### config.mk
export PLATFORM = sky130hd
export DESIGN_NAME = univ_shift_reg_flat
export DESIGN_NICKNAME = d
export VERILOG_FILES = /design/src/rtl/univ_shift_reg_if.sv /design/src/rtl/univ_shift_reg.sv /design/src/flat_wrapper.sv
export SDC_FILE = /design/constraint.sdc
export NUM_CORES = 1
export LEC_CHECK = 0
export BUFFER_PORTS_ARGS = -buffer_cell sky130_fd_sc_hd__buf_2
export CORE_MARGIN = 1
export CORE_UTILIZATION = 42
export DETAILED_ROUTE_END_ITERATION = 8
export PLACE_DENSITY_LB_ADDON = 0.2
export SYNTH_ARGS = -nofsm -noshare
export SYNTH_HDL_FRONTEND = slang
export SYNTH_SLANG_ARGS = --single-unit
### constraint.sdc
create_clock -name clk -period 2.35 [get_ports clk]
set_input_delay 0.1175 -clock clk [delete_from_list [all_inputs] [get_ports clk]]
set_output_delay 0.1175 -clock clk [all_outputs]
set_load 0.005 [all_outputs]
### src/rtl/univ_shift_reg_if.sv
// Command/data bundle for the universal shift register.
// Latency: none (wires only); master drives commands, slave returns the register state.
// Backpressure: none; busy/done from the slave tell the master when a command is accepted and finished.
// Build option: USR_PARITY_EN adds the registered parity signal.
// Signals: start/mode/cnt/d/sl_in/sr_in (master -> slave),
//          q/qbar/so_left/so_right/busy/done[/parity] (slave -> master).
interface univ_shift_reg_if #(
   parameter int WIDTH = 8,
   parameter int CNT_W = 4
);
   logic             start;
   logic [2:0]       mode;
   logic [CNT_W-1:0] cnt;
   logic [WIDTH-1:0] d;
   logic             sl_in;
   logic             sr_in;
   logic [WIDTH-1:0] q;
   logic [WIDTH-1:0] qbar;
   logic             so_left;
   logic             so_right;
   logic             busy;
   logic             done;
`ifdef USR_PARITY_EN
   logic             parity;

   modport master (output start, mode, cnt, d, sl_in, sr_in,
                   input  q, qbar, so_left, so_right, busy, done, parity);
   modport slave  (input  start, mode, cnt, d, sl_in, sr_in,
                   output q, qbar, so_left, so_right, busy, done, parity);
`else
   modport master (output start, mode, cnt, d, sl_in, sr_in,
                   input  q, qbar, so_left, so_right, busy, done);
   modport slave  (input  start, mode, cnt, d, sl_in, sr_in,
                   output q, qbar, so_left, so_right, busy, done);
`endif
endinterface

### src/rtl/univ_shift_reg.sv
// Universal shift register: load/clear/hold plus multi-step shl/shr/rol/ror/asr with busy/done.
// Latency: load/clear/hold/cnt=0 finish at the accepting edge; N-step shifts finish N edges after acceptance.
// Backpressure: start is only accepted in IDLE; starts while busy are dropped, done pulses one cycle.
// Build option: define USR_PARITY_EN to add bus.parity (registered ^q, reset 0).
// Ports: clk, rst (sync active-low), bus (univ_shift_reg_if.slave).
module univ_shift_reg #(
   parameter int WIDTH = 8,
   parameter int CNT_W = 4
) (
   input  logic            clk,
   input  logic            rst,
   univ_shift_reg_if.slave bus
);

   localparam logic [0:0] ST_IDLE = 1'b0;
   localparam logic [0:0] ST_RUN  = 1'b1;

   localparam logic [2:0] MODE_HOLD  = 3'b000;
   localparam logic [2:0] MODE_LOAD  = 3'b001;
   localparam logic [2:0] MODE_SHL   = 3'b010;
   localparam logic [2:0] MODE_SHR   = 3'b011;
   localparam logic [2:0] MODE_ROL   = 3'b100;
   localparam logic [2:0] MODE_ROR   = 3'b101;
   localparam logic [2:0] MODE_ASR   = 3'b110;
   localparam logic [2:0] MODE_CLEAR = 3'b111;

   logic [0:0]       state_r;
   logic [2:0]       mode_r;
   logic [CNT_W-1:0] rem;
   logic [WIDTH-1:0] q_r;
   logic [WIDTH-1:0] q_nxt;
   logic             busy_r;
   logic             done_r;
   logic             single_op;

   // One step of a shift/rotate; serial inputs are taken live, not latched.
   function automatic logic [WIDTH-1:0] step_op(input logic [2:0]       m,
                                                input logic [WIDTH-1:0] v,
                                                input logic             sl,
                                                input logic             sr);
      logic [WIDTH-1:0] r;
      r = v;
      case (m)
         MODE_SHL: r = {v[WIDTH-2:0], sl};
         MODE_SHR: r = {sr, v[WIDTH-1:1]};
         MODE_ROL: r = {v[WIDTH-2:0], v[WIDTH-1]};
         MODE_ROR: r = {v[0], v[WIDTH-1:1]};
         MODE_ASR: r = {v[WIDTH-1], v[WIDTH-1:1]};
         default:  r = v;
      endcase
      return r;
   endfunction

   // Commands that complete at the accepting edge without entering RUN.
   assign single_op = (bus.mode == MODE_HOLD) || (bus.mode == MODE_LOAD) ||
                      (bus.mode == MODE_CLEAR);

   // The accepting edge of a shift only arms RUN; the first step happens one edge later.
   always_comb begin
      q_nxt = q_r;
      if (state_r == ST_IDLE) begin
         if (bus.start) begin
            case (bus.mode)
               MODE_LOAD:  q_nxt = bus.d;
               MODE_CLEAR: q_nxt = '0;
               default:    q_nxt = q_r;
            endcase
         end
      end else begin
         q_nxt = step_op(mode_r, q_r, bus.sl_in, bus.sr_in);
      end
   end

   always_ff @(posedge clk) begin
      if (!rst) begin
         state_r <= ST_IDLE;
         mode_r  <= MODE_HOLD;
         rem     <= '0;
         q_r     <= '0;
         busy_r  <= 1'b0;
         done_r  <= 1'b0;
      end else begin
         q_r    <= q_nxt;
         done_r <= 1'b0;
         case (state_r)
            ST_IDLE: begin
               if (bus.start) begin
                  if (single_op || (bus.cnt == '0)) begin
                     done_r <= 1'b1;
                  end else begin
                     mode_r  <= bus.mode;
                     rem     <= bus.cnt;
                     busy_r  <= 1'b1;
                     state_r <= ST_RUN;
                  end
               end
            end
            ST_RUN: begin
               rem <= rem - 1'b1;
               if (rem == CNT_W'(1)) begin
                  busy_r  <= 1'b0;
                  done_r  <= 1'b1;
                  state_r <= ST_IDLE;
               end
            end
            default: state_r <= ST_IDLE;
         endcase
      end
   end

`ifdef USR_PARITY_EN
   logic parity_r;

   always_ff @(posedge clk) begin
      if (!rst) begin
         parity_r <= 1'b0;
      end else begin
         parity_r <= ^q_nxt;
      end
   end

   assign bus.parity = parity_r;
`endif

   assign bus.q        = q_r;
   assign bus.qbar     = ~q_r;
   assign bus.so_left  = q_r[WIDTH-1];
   assign bus.so_right = q_r[0];
   assign bus.busy     = busy_r;
   assign bus.done     = done_r;

endmodule

### src/flat_wrapper.sv
// flat-port wrapper written by rule: the top's interface ports become plain ports
module univ_shift_reg_flat 
#(
   parameter int WIDTH = 8,
   parameter int CNT_W = 4
)
  (clk, rst, bus_start, bus_mode, bus_cnt, bus_d, bus_sl_in, bus_sr_in, bus_q, bus_qbar, bus_so_left, bus_so_right, bus_busy, bus_done);
  univ_shift_reg_if #(.WIDTH(WIDTH), .CNT_W(CNT_W)) bus_i ();
  input  logic clk;
  input  logic rst;
  input wire logic [$bits(bus_i.start)-1:0] bus_start;
  input wire logic [$bits(bus_i.mode)-1:0] bus_mode;
  input wire logic [$bits(bus_i.cnt)-1:0] bus_cnt;
  input wire logic [$bits(bus_i.d)-1:0] bus_d;
  input wire logic [$bits(bus_i.sl_in)-1:0] bus_sl_in;
  input wire logic [$bits(bus_i.sr_in)-1:0] bus_sr_in;
  output wire logic [$bits(bus_i.q)-1:0] bus_q;
  output wire logic [$bits(bus_i.qbar)-1:0] bus_qbar;
  output wire logic [$bits(bus_i.so_left)-1:0] bus_so_left;
  output wire logic [$bits(bus_i.so_right)-1:0] bus_so_right;
  output wire logic [$bits(bus_i.busy)-1:0] bus_busy;
  output wire logic [$bits(bus_i.done)-1:0] bus_done;
  assign bus_i.start = bus_start;
  assign bus_i.mode = bus_mode;
  assign bus_i.cnt = bus_cnt;
  assign bus_i.d = bus_d;
  assign bus_i.sl_in = bus_sl_in;
  assign bus_i.sr_in = bus_sr_in;
  assign bus_q = bus_i.q;
  assign bus_qbar = bus_i.qbar;
  assign bus_so_left = bus_i.so_left;
  assign bus_so_right = bus_i.so_right;
  assign bus_busy = bus_i.busy;
  assign bus_done = bus_i.done;
  univ_shift_reg #(.WIDTH(WIDTH), .CNT_W(CNT_W)) u_core (.clk(clk), .rst(rst), .bus(bus_i));
endmodule
**Word level (Yosys, flattened, before mapping)**

Cells that the tools add are included.

- Flip-flop bits (word level): 18
- Input bits: 20
- Word-level logic and storage cells: 56
- Output and inout port bits: 20

- Reductions and logical operators: 12
- Equality and inequality tests: 14
- Bitwise gates (word level): 3
- $add $sub $neg: 1
- Mux-type cells: 19

Operators with widths:

| cell | number |
|---|---|
| $pmux W8 S5 | 1 |
| $mux W8 | 2 |
| $pmux W8 S2 | 1 |
| $eq A3 B3 Y1 const B | 4 |
| $mux W1 | 9 |
| $reduce_and A3 Y1 | 3 |
| $mux W4 | 2 |
| $ne A2 B2 Y1 const B | 4 |
| $not A8 Y8 | 1 |
| $pmux W4 S2 | 1 |
| $eq A3 B2 Y1 const B | 2 |
| $ne A6 B6 Y1 const B | 1 |
| $pmux W1 S2 | 3 |
| $ne A5 B5 Y1 const B | 1 |
| $eq A4 B1 Y1 const B | 1 |
| $logic_not A4 Y1 | 1 |
| $reduce_and A4 Y1 | 1 |
| $sub A4 B1 Y4 const B | 1 |
| $eq A3 B1 Y1 const B | 1 |
| $logic_not A3 Y1 | 1 |
| $logic_or A1 B1 Y1 | 3 |
| $reduce_bool A3 Y1 | 1 |
| $not A1 Y1 | 2 |
| $reduce_and A2 Y1 | 1 |
| $reduce_bool A2 Y1 | 1 |

**Logic depth before layout (Yosys ltp)**

- Depth after elaboration: 7
- Mapped depth: 6
- Depth with buffers taken out: 5

**Least setup slack after synthesis**

Ideal clock, no wire load.

- Path kind: reg-to-reg
- From: register u_core.mode_r[2]
- To: register u_core.q_r[1] (netlist: u_core.bus.q[1])
- Path buffers: 1
- Setup slack: 0.850 ns
- Data arrival time: 1.362 ns
- Clock period less this slack: 1.500 ns
- Data required time: 2.212 ns
- Cell stages (with the launch flop): 6
- Setup time: 0.138 ns
- Cell sequence: dfxtp_1 > buf_4 > mux2_2 > a22o_1 > a222oi_1 > o221ai_1

- Word-level cells in the longest chain between the ends: 3
- Elaborated cells on any way between the ends: 9
- Classes of those cells: eq/ne (6); mux (2); reduce/logical (1)

Ends and longest elaborated chain:

| what | line | RTL |
|---|---|---|
| start: declaration | univ_shift_reg.sv:28 | `logic [2:0] mode_r;` |
| start signal: assignment | univ_shift_reg.sv:91 | `mode_r <= bus.mode;` |
| $eq A3 B2 Y1 / $eq A3 B3 Y1 (equally long branches) | univ_shift_reg.sv:43 | `case (m)` |
| $ne A6 B6 Y1 (no source line) / $pmux W8 S5 (equally long branches) | - |  |
| $reduce_and A3 Y1 (no source line) / $mux W8 (equally long branches) | - |  |
| end signal: assignment | univ_shift_reg.sv:83 | `q_r <= q_nxt;` |
| end: declaration | univ_shift_reg.sv:30 | `logic [WIDTH-1:0] q_r;` |

Parallel ways exist; a longest one is shown, timed or not.
A chain may end at the register's enable or synchronous reset.

**Worst setup path in the final report**

- From: register u_core.mode_r[2]
- To: register u_core.q_r[6] (netlist: u_core.bus.q[6])

Same word-level chain as after synthesis.

==> out/qor.yml <==
status:
  outcome: "complete, no violations"
clock_tree:
  post_cts_resized: 0
  cts_setup_buffers: 0
  clock_latency_ns: 0.29
  cts.sinks: 18
  clkTransAtPathRegs_ns: 0.10
  numCtsBuffers: 3
  cts_hold_buf: 0
  htree_levels: 1
  cts.path.max_buffers: 2
  cts_tree: "done"
  clockRootBuffer: "clkbuf_4"
setup_path:
  critical_path_class: "flip-flop to flip-flop"
  start_kind: "flip-flop"
  worstPathMaxFanout: 14
  critPathArrivalTime_ns: 2.03
  worstPathRequired_ns: 2.57
  cp-end-kind: "flip-flop"
floorplan:
  io_pins: 40
  rows: 19
  coreArea_um2: 2730
  fp.dieH_um: 55.7
  start_util_pct: 44.3
  die_area_um2: 3100
  die_w_um: 55.7
final_layout:
  area_delta_synth_final_pct: 16.5
  nFillCells: 261
  final_util_pct: 51.6
  seq_area_um2: 360
  num_antenna_cells: 0
  final_cell_count_no_fill: 209
  drive_gt1_share_pct: 29.2
  final_cell_area_um2: 1410
  final_nets: 201
  multiInputGateArea_um2: 719
run:
  drv_cap: 0
drt:
  drtPass1Iterations: 5
  wl_met2_um: 1450
  routed.top_layer: "met4"
  wl_per_cell_um: 14.5
  drt_iter0_drc: 70
  wl_met1_um: 1390
  drt_wl_total_um: 3030
  wl_met3_um: 157
  routed_via_density: 5.85
  num_vias: 1222
  drtAntennaViolNets: 0
  drc: 0
timing:
  fin_tns_setup_ns: 0
  fmax_ghz: 0.552
  hold_violations: 0
  setup_viol: 0
  tightest_slew_ns: 0.599
  fin_ws_ns: 0.540
  fin_crit_sh_pct: 77.0
  rsz0062_at_grt: "false"
  period_needed_ns: 1.81
  fin_hold_ws_ns: 0.0515
  relSlewSlack_pct: 59.8
  maxSlewViolCount: 0
  fin_skew_ns: 0.00542
logic_synthesis:
  avgSynthCellArea_um2: 8.29
  synth.area.top_cells: "dfxtp_1 30%, nand3_1 4.6%, mux2i_1 4.1%"
  netlist_area_um2: 1210
  ys_top_cells_by_count: "18 x dfxtp_1, 13 x inv_1, 12 x nand2_1"
  ys_types: 49
  yosysTopAreaCell: "dfxtp_1"
  synth_nets: 168
  yosysTopAreaCellShare_pct: 29.8
  ys.flop_type: "dfxtp_1"
  ys_ff_latch: 18
  yosysWarnings: 0
  netlist_instances: 146
  synth_edf_count: 0
  ys_seq_area_share_pct: 29.8
  yosysMostFrequentCell: "dfxtp_1"
  async_flop_share_pct: 0
global_route:
  track_usage_pct: 20.4
  grt.overflow.total: 0
  grt_max_degree: 17
  antenna_found_initial: 0
  grt_pass1_vias: 1083
  grt_pass1_wl_um: 5040
placed_design:
  dp_cells: 205
  place_worst_setup_slack_ns: 0.590
  gp_congestion: 0.880
  place_hpwl_um: 2290
  numPortBuffers: 39
  post_dp_cell_area_um2: 1370
hold_path:
  hold_path_class: "input pin to flip-flop"
power:
  total_power_mw: 0.729
  p_leak_nw: 0.566
  peakVddDrop_v: 0.000391
  powerDensity_nw_per_um2: 517
worst paths after layout:
check,start,endpoint,slack [ns],depth (start not counted)
worst max-delay path,u_core.mode_r[2],u_core.bus.q[6],0.54,4
worst min-delay path,bus_d[5],u_core.bus.q[5],0.05,3
worst max register to register,u_core.mode_r[2],u_core.bus.q[6],0.54,4
worst min register to register,u_core.bus.busy,u_core.bus.busy,0.49,2
logic make-up (layout without fill, tap and decap cells):
| family | after synthesis | count (layout) | synth area share [%] |
|---|---|---|---|
| mux | 8 | 8 | 6.93 |
| simple gates | 47 | 47 | 22.1 |
| xor+xnor | 2 | 2 | 1.45 |
| buf+inv | 26 | 58 | 10.8 |
| flops | 18 | 18 | 29.8 |
| fa+ha+maj | 3 | 3 | 2.90 |
| compound gates | 42 | 42 | 26.1 |
critical path: stages, from the launching register on:
cell	delay, ns
dfxtp_1	0.67
nand3_2	0.18
a32o_1	0.45
or3_1	0.37
o211ai_1	0.08
power breakdown:
part	internal, mW	switching (mW)	leakage (nW)
combinational	0.0845	0.0896	0.397
clock	0.0943	0.0906	0.0210
sequential	0.329	0.0414	0.147
per-layer routing:
metal  vias up  GRT usage (%)
met3         4           2.33
met2        38           32.7
met4         0           7.86
li1        613              -
met1       567           28.0
met5         -              0
sequential cells by signal, summed over array words and instances, names as in the netlist:
signal	count
u_core.bus.busy	1
u_core.mode_r	3
u_core.bus.q	8
u_core.rem	4
u_core.bus.done	1
u_core.state_r	1
final cells by class:
cell class                 count  share of cell area (%)
tap                           31                    2.75
clock buffer                   4                    2.57
inverter                      14                    3.73
timing repair buffer          40                    14.4
sequential                    18                    25.6
multi-input combinational    102                    51.0
cell usage in the layout (no fill, tap or decap), drive strengths merged, types with 5 or more instances in the layout:
cell	netlist	layout
buf	9	40
dfxtp	18	18
inv	13	13
nand2	12	12
nand3	12	12
o21ai	7	7
mux2i	5	5
nor3	5	5
o221ai	5	5
nor2	5	5
Note: power is estimated with default switching activity, not from simulation.
